==> src/rtl/pong_game_sequencer.sv <==
// Game-flow controller for VGA Pong: derives per-frame strobes from VSYNC and sequences
// serve/play/miss/game-over while owning lives, score and the game-over flag.
module pong_game_sequencer #(
    parameter int unsigned LIVES_INIT   = 3,
    parameter int unsigned SCORE_MAX    = 15,
    parameter int unsigned SERVE_FRAMES = 60,
    parameter int unsigned MISS_FRAMES  = 30
) (
    input  logic       Clock,
    input  logic       Reset,
    input  logic       VGA_VSYNC,
    input  logic       Start_pushed,
    input  logic       Hit_pulse,
    input  logic       Miss_pulse,
    output logic       Move_enable,
    output logic       Bar_enable,
    output logic       Ball_reset,
    output logic [1:0] Lives,
    output logic [3:0] Score,
    output logic       Game_over,
    output logic [2:0] State
);

    localparam logic [2:0] S_IDLE  = 3'd0;
    localparam logic [2:0] S_SERVE = 3'd1;
    localparam logic [2:0] S_PLAY  = 3'd2;
    localparam logic [2:0] S_MISS  = 3'd3;
    localparam logic [2:0] S_OVER  = 3'd4;

    localparam logic [1:0] LP_LIVES_INIT = 2'(LIVES_INIT);
    localparam logic [3:0] LP_SCORE_MAX  = 4'(SCORE_MAX);
    localparam logic [7:0] LP_SERVE_LAST = 8'(SERVE_FRAMES - 1);
    localparam logic [7:0] LP_MISS_LAST  = 8'(MISS_FRAMES - 1);

    logic       r_vsync_buf;
    logic [2:0] r_state;
    logic [1:0] r_lives;
    logic [3:0] r_score;
    logic       r_game_over;
    logic [7:0] r_cnt;
    logic       r_ball_reset;

    logic       w_frame_edge;
    logic [2:0] w_state_d;
    logic [1:0] w_lives_d;
    logic [3:0] w_score_d;
    logic       w_game_over_d;
    logic [7:0] w_cnt_d;
    logic       w_ball_reset_d;

    assign w_frame_edge = r_vsync_buf & ~VGA_VSYNC;

    // Strobes are suppressed on a reset cycle so an aborted game emits nothing.
    assign Move_enable = w_frame_edge & ~Reset & (r_state == S_PLAY);
    assign Bar_enable  = w_frame_edge & ~Reset & ((r_state == S_SERVE) | (r_state == S_PLAY));

    assign Ball_reset = r_ball_reset;
    assign Lives      = r_lives;
    assign Score      = r_score;
    assign Game_over  = r_game_over;
    assign State      = r_state;

    always_comb begin
        w_state_d      = r_state;
        w_lives_d      = r_lives;
        w_score_d      = r_score;
        w_game_over_d  = r_game_over;
        w_cnt_d        = r_cnt;
        w_ball_reset_d = 1'b0;
        case (r_state)
            S_IDLE, S_OVER: begin
                if (Start_pushed) begin
                    w_state_d      = S_SERVE;
                    w_lives_d      = LP_LIVES_INIT;
                    w_score_d      = 4'd0;
                    w_game_over_d  = 1'b0;
                    w_cnt_d        = 8'd0;
                    w_ball_reset_d = 1'b1;
                end
            end
            S_SERVE: begin
                if (w_frame_edge) begin
                    if (r_cnt == LP_SERVE_LAST) begin
                        w_state_d = S_PLAY;
                        w_cnt_d   = 8'd0;
                    end else begin
                        w_cnt_d = r_cnt + 8'd1;
                    end
                end
            end
            S_PLAY: begin
                // A miss takes priority over a simultaneous hit.
                if (Miss_pulse) begin
                    w_cnt_d = 8'd0;
                    if (r_lives > 2'd1) begin
                        w_lives_d = r_lives - 2'd1;
                        w_state_d = S_MISS;
                    end else begin
                        w_lives_d     = 2'd0;
                        w_game_over_d = 1'b1;
                        w_state_d     = S_OVER;
                    end
                end else if (Hit_pulse && (r_score < LP_SCORE_MAX)) begin
                    w_score_d = r_score + 4'd1;
                end
            end
            S_MISS: begin
                if (w_frame_edge) begin
                    if (r_cnt == LP_MISS_LAST) begin
                        w_state_d      = S_SERVE;
                        w_cnt_d        = 8'd0;
                        w_ball_reset_d = 1'b1;
                    end else begin
                        w_cnt_d = r_cnt + 8'd1;
                    end
                end
            end
            default: begin
                w_state_d     = S_IDLE;
                w_cnt_d       = 8'd0;
                w_game_over_d = 1'b0;
            end
        endcase
    end

    always_ff @(posedge Clock) begin
        if (Reset) begin
            r_vsync_buf  <= 1'b1;
            r_state      <= S_IDLE;
            r_lives      <= LP_LIVES_INIT;
            r_score      <= 4'd0;
            r_game_over  <= 1'b0;
            r_cnt        <= 8'd0;
            r_ball_reset <= 1'b0;
        end else begin
            r_vsync_buf  <= VGA_VSYNC;
            r_state      <= w_state_d;
            r_lives      <= w_lives_d;
            r_score      <= w_score_d;
            r_game_over  <= w_game_over_d;
            r_cnt        <= w_cnt_d;
            r_ball_reset <= w_ball_reset_d;
        end
    end

endmodule

==> config.mk <==
export PLATFORM = sky130hd
export DESIGN_NAME = pong_game_sequencer
export DESIGN_NICKNAME = d
export VERILOG_FILES = /design/src/rtl/pong_game_sequencer.sv
export SDC_FILE = /design/constraint.sdc
export NUM_CORES = 1
export LEC_CHECK = 0
export ABC_AREA = 1
export CAP_MARGIN = 10
export CORE_MARGIN = 2
export CORE_UTILIZATION = 54
export CTS_BUF_LIST = sky130_fd_sc_hd__clkbuf_8
export DETAILED_ROUTE_END_ITERATION = 12
export PLACE_DENSITY_LB_ADDON = 0.05
export SLEW_MARGIN = 25
export SYNTH_ARGS = -nofsm -noshare
export SYNTH_HDL_FRONTEND = slang
export SYNTH_SLANG_ARGS = --single-unit
==> constraint.sdc <==
create_clock -name Clock -period 1.63 [get_ports Clock]
set_input_delay 0.326 -clock Clock [delete_from_list [all_inputs] [get_ports Clock]]
set_output_delay 0.326 -clock Clock [all_outputs]
set_load 0.05 [all_outputs]
==> results.txt, run 1 <==
Power per standard cell area: 1550 nW/µm²
Ports: 19
CP arrival: 1270 ps
Clk sinks: 20
Synth top area cells: dfxtp_1 36%, nand2_1 16%, nor2_1 11%
CTS tree: yes
Synth Instances: 176
TritonRoute pass-1 iters: 4
Max Cap Viol: 0
Pin count of the biggest net entering global routing: 12
Final Util: 0.7972
H-tree Lvls: 1
Hold slack: 462.6 ps
Routed vias: 1,225
Crit path cell chain: nor2_1 -> nand2_2 -> a21oi_4 -> buf_12
Simple-Gate Fraction of Synth Area: 0.4230
Initial antenna violation count: 0
Largest family of logic cells by synthesized area: simple AND/OR/NAND/NOR gates
Worst min path class: primary input to flip-flop
Grt total ovfl: 0
Gp weighted congestion: 0.8407
Starting Density: 0.5714
Synth Area in XOR/XNOR: 0.007813
CP max stage delay: 350 ps
FP Rows: 16
Async SR Flop Fraction: 0
Final hold vios: 0
Period utilization: 0.9818
Status: completed
CTS Buffer Depth: 2
Crit path max-delay family: flip-flops
Slew Limit Headroom: 0.7422
Most numerous cell in the Yosys netlist: nand2_1
Final setup fails: 0
Unrepaired setup endpoints after global routing: true
CP max FO: 3
CTS buffer count: 3
Synth Area in Compound Gates: 0.1049
Distinct cells, synth: 23
Total nets after synthesis: 185
Root Buffer: clkbuf_8
Final nets: 218
Routed vias/inst: 5.213
Leakage: 0.0007106 µW
Critical-path top delay cell: dfxtp_1
Layout Cells excl Fill: 235
Total wire length: 2769 µm
Clk_lat worst skew: 250 ps
Post-DP HPWL: 2014 µm
Max Freq: 0.6249 GHz
DRC viols: 0
Worst Skew: 2.601 ps
CP Launch Type: flip-flop
Layout cells sized above 1: 0.2596
Clock slew at reported path FFs: 80 ps
Gr usage total: 0.2395
Worst EP required: 1300 ps
1st-iter DRT viols: 35
EDFF count, synth: 0
Worst Tran Pin Value: 382.7 ps
#FFs+latches synth: 20
Syn_area_per_cell: 6.370 µm²
Min Clock Period, post-route: 1600 ps
Area leader, netlist: dfxtp_1
Critical path endpoint category: output pin
Port Buf Inserts: 18
Post-DR wirelength/cell: 11.78 µm
Peak supply drop: 1.459 mV
Die Y: 49.57 µm
Mux cell area share after synthesis: 0
N_diodes: 0
Synth Area in Adders: 0.03348
Vias in the first global route: 1,117
Synthesis-to-finish area growth: 39.51%
Die area: 2457 µm²
First-pass GRT wire length: 4650 µm
Type of the worst setup path: flip-flop to output pin
Core Area: 1962 µm²
Worst path bufs/invs: 1
Synth Flop Type: dfxtp_1
Synth Warn #: 0
Slew Limit Fails: 0
Placed Instances: 226
Mapped Area: 1121 µm²
Antenna-violating nets left: 0
Seq/Total Area, Yosys: 0.3571
Post-synth top area share: 0.3571
Commonest cells in the netlist: 47 x nand2_1, 34 x nor2_1, 20 x dfxtp_1
Horiz. Die Dim: 49.57 µm
==> registers in the layout (all words and copies together), names as in the netlist <==
register,cells
r_cnt,8
Game_over,1
r_vsync_buf,1
Score,4
Ball_reset,1
Lives,2
State,3
==> cell type report <==
class | instances | area (µm²)
clock buffer | 4 | 55.05
fill | 155 | 397.9
inverter | 21 | 81.33
multi-input combinational | 134 | 689.4
sequential | 20 | 409.1
tap | 27 | 33.78
timing repair buffer | 29 | 295.3
==> layer usage <==
layer | GRT usage | vias to the layer above | wire length (µm)
met5 | 0 | - | 0
met4 | 0.09722 | 0 | 33
met3 | 0.04242 | 4 | 87
met2 | 0.4289 | 29 | 1447
met1 | 0.2784 | 575 | 1200
li1 | - | 617 | -
==> stage by stage <==
step                      TNS [ps]  setup WS, ps  power (µW)  area (µm²)
after CTS                        0         17.71        2303        1510
after global routing        -30.27        -30.27        2562        1564
after global placement      -118.2        -65.92        1873        1430
after floorplan                  0         2.828        1478        1145
final                            0         29.64        2424        1564
after detailed placement    -331.8        -71.17        1898        1430
==> cell families (layout without fill, tap and decap cells) <==
kind of cell,Yosys count,after routing
AO/OA/AOI/OAI,22,22
XOR/XNOR,1,1
adder cells (fa/ha/maj),3,3
buffers and inverters,22,54
flip-flops,20,20
AND/OR/NAND/NOR,108,108
==> placed cells by master, fill, tap and decap left out, types with 4 or more instances in the layout <==
cell             netlist  routed
inv_2                  3       4
buf_12                 0       5
a21oi_1               12      11
buf_4                  0      19
nand2_1               47      45
nand2_2                3       4
o21ai_0                6       6
dfxtp_1               20      15
clkdlybuf4s50_1        0       4
nor2_1                34      33
clkbuf_8               0       4
dfxtp_2                0       4
nor2_4                 1       4
nand3_1               13      12
inv_1                 18      16
==> report_power, final <==
group | internal, µW | total [µW] | switching (µW)
combinational | 513 | 1380 | 870
sequential | 575 | 663 | 87.9
clock | 215 | 378 | 164
==> what timing repair did <==
item                       CTS  global route
setup endpoints to repair    2             4
hold buffers                 0             0
resized for setup            6             7
pin swaps                    0             3
buffers inserted             0             5
==> tightest hold or removal path, cell delays in order <==
cell and delay, ps:
dlymetal6s2s_1 130, buf_4 180, a21oi_1 50
==> worst paths after layout <==
kind                  from         end  slack, ps  cells past startpoint
hold / removal       Reset    Score[1]        460                      3
setup / recovery  State[2]  Bar_enable         30                      4
setup reg to reg  State[1]    Lives[0]        100                      8
hold reg to reg   Lives[1]    Lives[1]        480                      2
Note: power is estimated with default switching activity, not from simulation.
==> run 2: changes to the inputs <==
--- a/config.mk
+++ b/config.mk
@@ -7,7 +7,6 @@
 export LEC_CHECK = 0
 export ABC_AREA = 1
 export CAP_MARGIN = 10
-export CORE_MARGIN = 2
 export CORE_UTILIZATION = 54
 export CTS_BUF_LIST = sky130_fd_sc_hd__clkbuf_8
 export DETAILED_ROUTE_END_ITERATION = 12
==> results.txt, run 2 (synthesis results as in run 1) <==
Min Clock Period, post-route: 1594 ps (was 1600 ps)
Layout Cells excl Fill: 230 (was 235)
CP max stage delay: 380 ps (was 350 ps)
TritonRoute pass-1 iters: 4 (unchanged)
FP Rows: 16 (unchanged)
WL met3: 102 µm (was 87 µm)
Worst EP required: 1300 ps (about the same)
Uppermost layer routed: met4 (unchanged)
Routed vias/inst: 5.148 (was 5.213)
Grt total ovfl: 0 (unchanged)
Max reg flops: 8 (unchanged)
Final Util: 0.7710 (was 0.7972)
Ports: 19 (unchanged)
Clock slew at reported path FFs: 70 ps (was 80 ps)
Max Freq: 0.6274 GHz (was 0.6249 GHz)
Die Y: 47.57 µm (was 49.57 µm)
Unrepaired setup endpoints after global routing: true (unchanged)
Total wire length: 2619 µm (was 2769 µm)
CP arrival: 1270 ps (about the same)
Clk_lat worst skew: 250 ps (about the same)
CTS buffer count: 3 (unchanged)
Post-DP HPWL: 2011 µm (was 2014 µm)
Starting Density: 0.5714 (unchanged)
M1 wire length: 1170 µm (was 1200 µm)
Critical path startpoint: State[1] (was State[2])
Max Cap Viol: 0 (unchanged)
Port Buf Inserts: 18 (unchanged)
Worst min path class: flip-flop to flip-flop (was primary input to flip-flop)
CTS Buffer Depth: 2 (unchanged)
Power per standard cell area: 1509 nW/µm² (was 1550 nW/µm²)
Worst Skew: 1.588 ps (was 2.601 ps)
Routed vias: 1,184 (was 1,225)
Setup ws final: 36.18 ps (was 29.64 ps)
CTS tree: yes (unchanged)
Leakage: 0.0006736 µW (was 0.0007106 µW)
Root Buffer: clkbuf_8 (unchanged)
Peak supply drop: 1.440 mV (was 1.459 mV)
Layout cells sized above 1: 0.2414 (was 0.2596)
Worst path bufs/invs: 2 (was 1)
Vias in the first global route: 988 (was 1,117)
Reg with most FFs: r_cnt (unchanged)
Type of the worst setup path: flip-flop to output pin (unchanged)
Status: completed (unchanged)
Slew Limit Fails: 0 (unchanged)
Setup WS pre-CTS: -71.02 ps (was -71.17 ps)
Critical-path top delay cell: dfxtp_4 (was dfxtp_1)
Horiz. Die Dim: 47.57 µm (was 49.57 µm)
Period utilization: 0.9778 (was 0.9818)
Filler cells: 162 (was 155)
Critical path endpoint category: output pin (unchanged)
HP Start: Score[0] (was Reset)
Final setup fails: 0 (unchanged)
Total area of sequential cells: 409.1 µm² (unchanged)
Final nets: 214 (was 218)
Initial antenna violation count: 0 (unchanged)
Wire length on met2: 1329 µm (was 1447 µm)
Pin count of the biggest net entering global routing: 11 (was 12)
CTS Hold Bufs: 0 (unchanged)
Synthesis-to-finish area growth: 34.93% (was 39.51%)
Setup TNS: 0 ps (unchanged)
R2R Path Start: r_cnt[1] (was State[1])
CP max FO: 5 (was 3)
1st-iter DRT viols: 32 (was 35)
Crit path max-delay family: flip-flops (unchanged)
Flop2flop setup slack: 160 ps (was 100 ps)
Gr usage total: 0.2484 (was 0.2395)
Most common cell after layout, fill and taps aside: nand2_1 (unchanged)
First-pass GRT wire length: 3974 µm (was 4650 µm)
Antenna-violating nets left: 0 (unchanged)
Most frequent cells in the layout: 45 x nand2_1, 33 x nor2_1, 16 x inv_1 (was 45 x nand2_1, 33 x nor2_1, 19 x buf_4)
Crit path cell chain: inv_4 -> nor2_4 -> nand2_4 -> a21oi_4 -> buf_12 (was nor2_1 -> nand2_2 -> a21oi_4 -> buf_12)
Die area: 2262 µm² (was 2457 µm²)
Clk sinks: 20 (unchanged)
Multi-input logic area: 684.4 µm² (was 689.4 µm²)
CP Launch Type: flip-flop (unchanged)
DRC viols: 0 (unchanged)
Worst Tran Pin Value: 290.0 ps (was 382.7 ps)
Slew Limit Headroom: 0.8046 (was 0.7422)
N_diodes: 0 (unchanged)
Final hold vios: 0 (unchanged)
Core Area: 1962 µm² (unchanged)
H-tree Lvls: 1 (unchanged)
Gp weighted congestion: 0.8554 (was 0.8407)
Placed Instances: 226 (unchanged)
Hold slack: 476.0 ps (was 462.6 ps)
Post-DR wirelength/cell: 11.39 µm (was 11.78 µm)
[run 2: changes by cell type in the layout (fill, tap and decap cells not counted)]
cell             previous run  this run
nor2_2                      1         2
nor2_4                      4         3
clkdlybuf4s50_1             4         5
buf_4                      19        15
clkbuf_8                    4         3
dlymetal6s2s_1              1         0
[run 2: worst paths after layout]
check / end / cells after the start
max: Bar_enable / 5
min reg2reg: Score[0] / 1
max reg2reg: State[2] / 11
min: Score[0] / 1
[run 2: metrics by stage]
stage               total power [µW]  instance area, µm²
floorplan                       1478                1145
global placement                1872                1430
detailed placement              1897                1430
CTS                             2236                1484
global route                    2421                1513
finish                          2283                1513
[run 2: worst register-to-register path: stages (launching register included)]
cell and delay (ps):
dfxtp_1 340, inv_1 60, ha_1 130, inv_1 40
nor2_1 100, nand3_1 100, nand2_1 110, nand2_1 150
nor2_2 170, nand2_1 60, nand2_1 60, nor2_1 30
[run 2: final cells by class]
cell class / count / share of cell area
multi-input combinational: 134 / 0.4524
sequential: 20 / 0.2705
timing repair buffer: 25 / 0.1737
inverter: 21 / 0.05376
clock buffer: 3 / 0.02730
tap: 27 / 0.02233
[run 2: routing by layer]
metal	track usage	vias up
li1	-	609
met1	0.2854	544
met2	0.4384	27
met3	0.07925	4
met4	0.07778	0
met5	0	-
[run 2: what timing repair did]
item                                    CTS  global route
buffers inserted                          0             1
gates resized for setup                   4             7
pin swaps                                 1             4
endpoints found under the setup margin    2             4
[run 2: where the power goes]
group          switching (µW)  internal (µW)  leakage (µW)
Combinational             827            470      0.000487
Clock                     156            164     0.0000216
Sequential               89.8            575      0.000165
Total                    1070           1210      0.000674
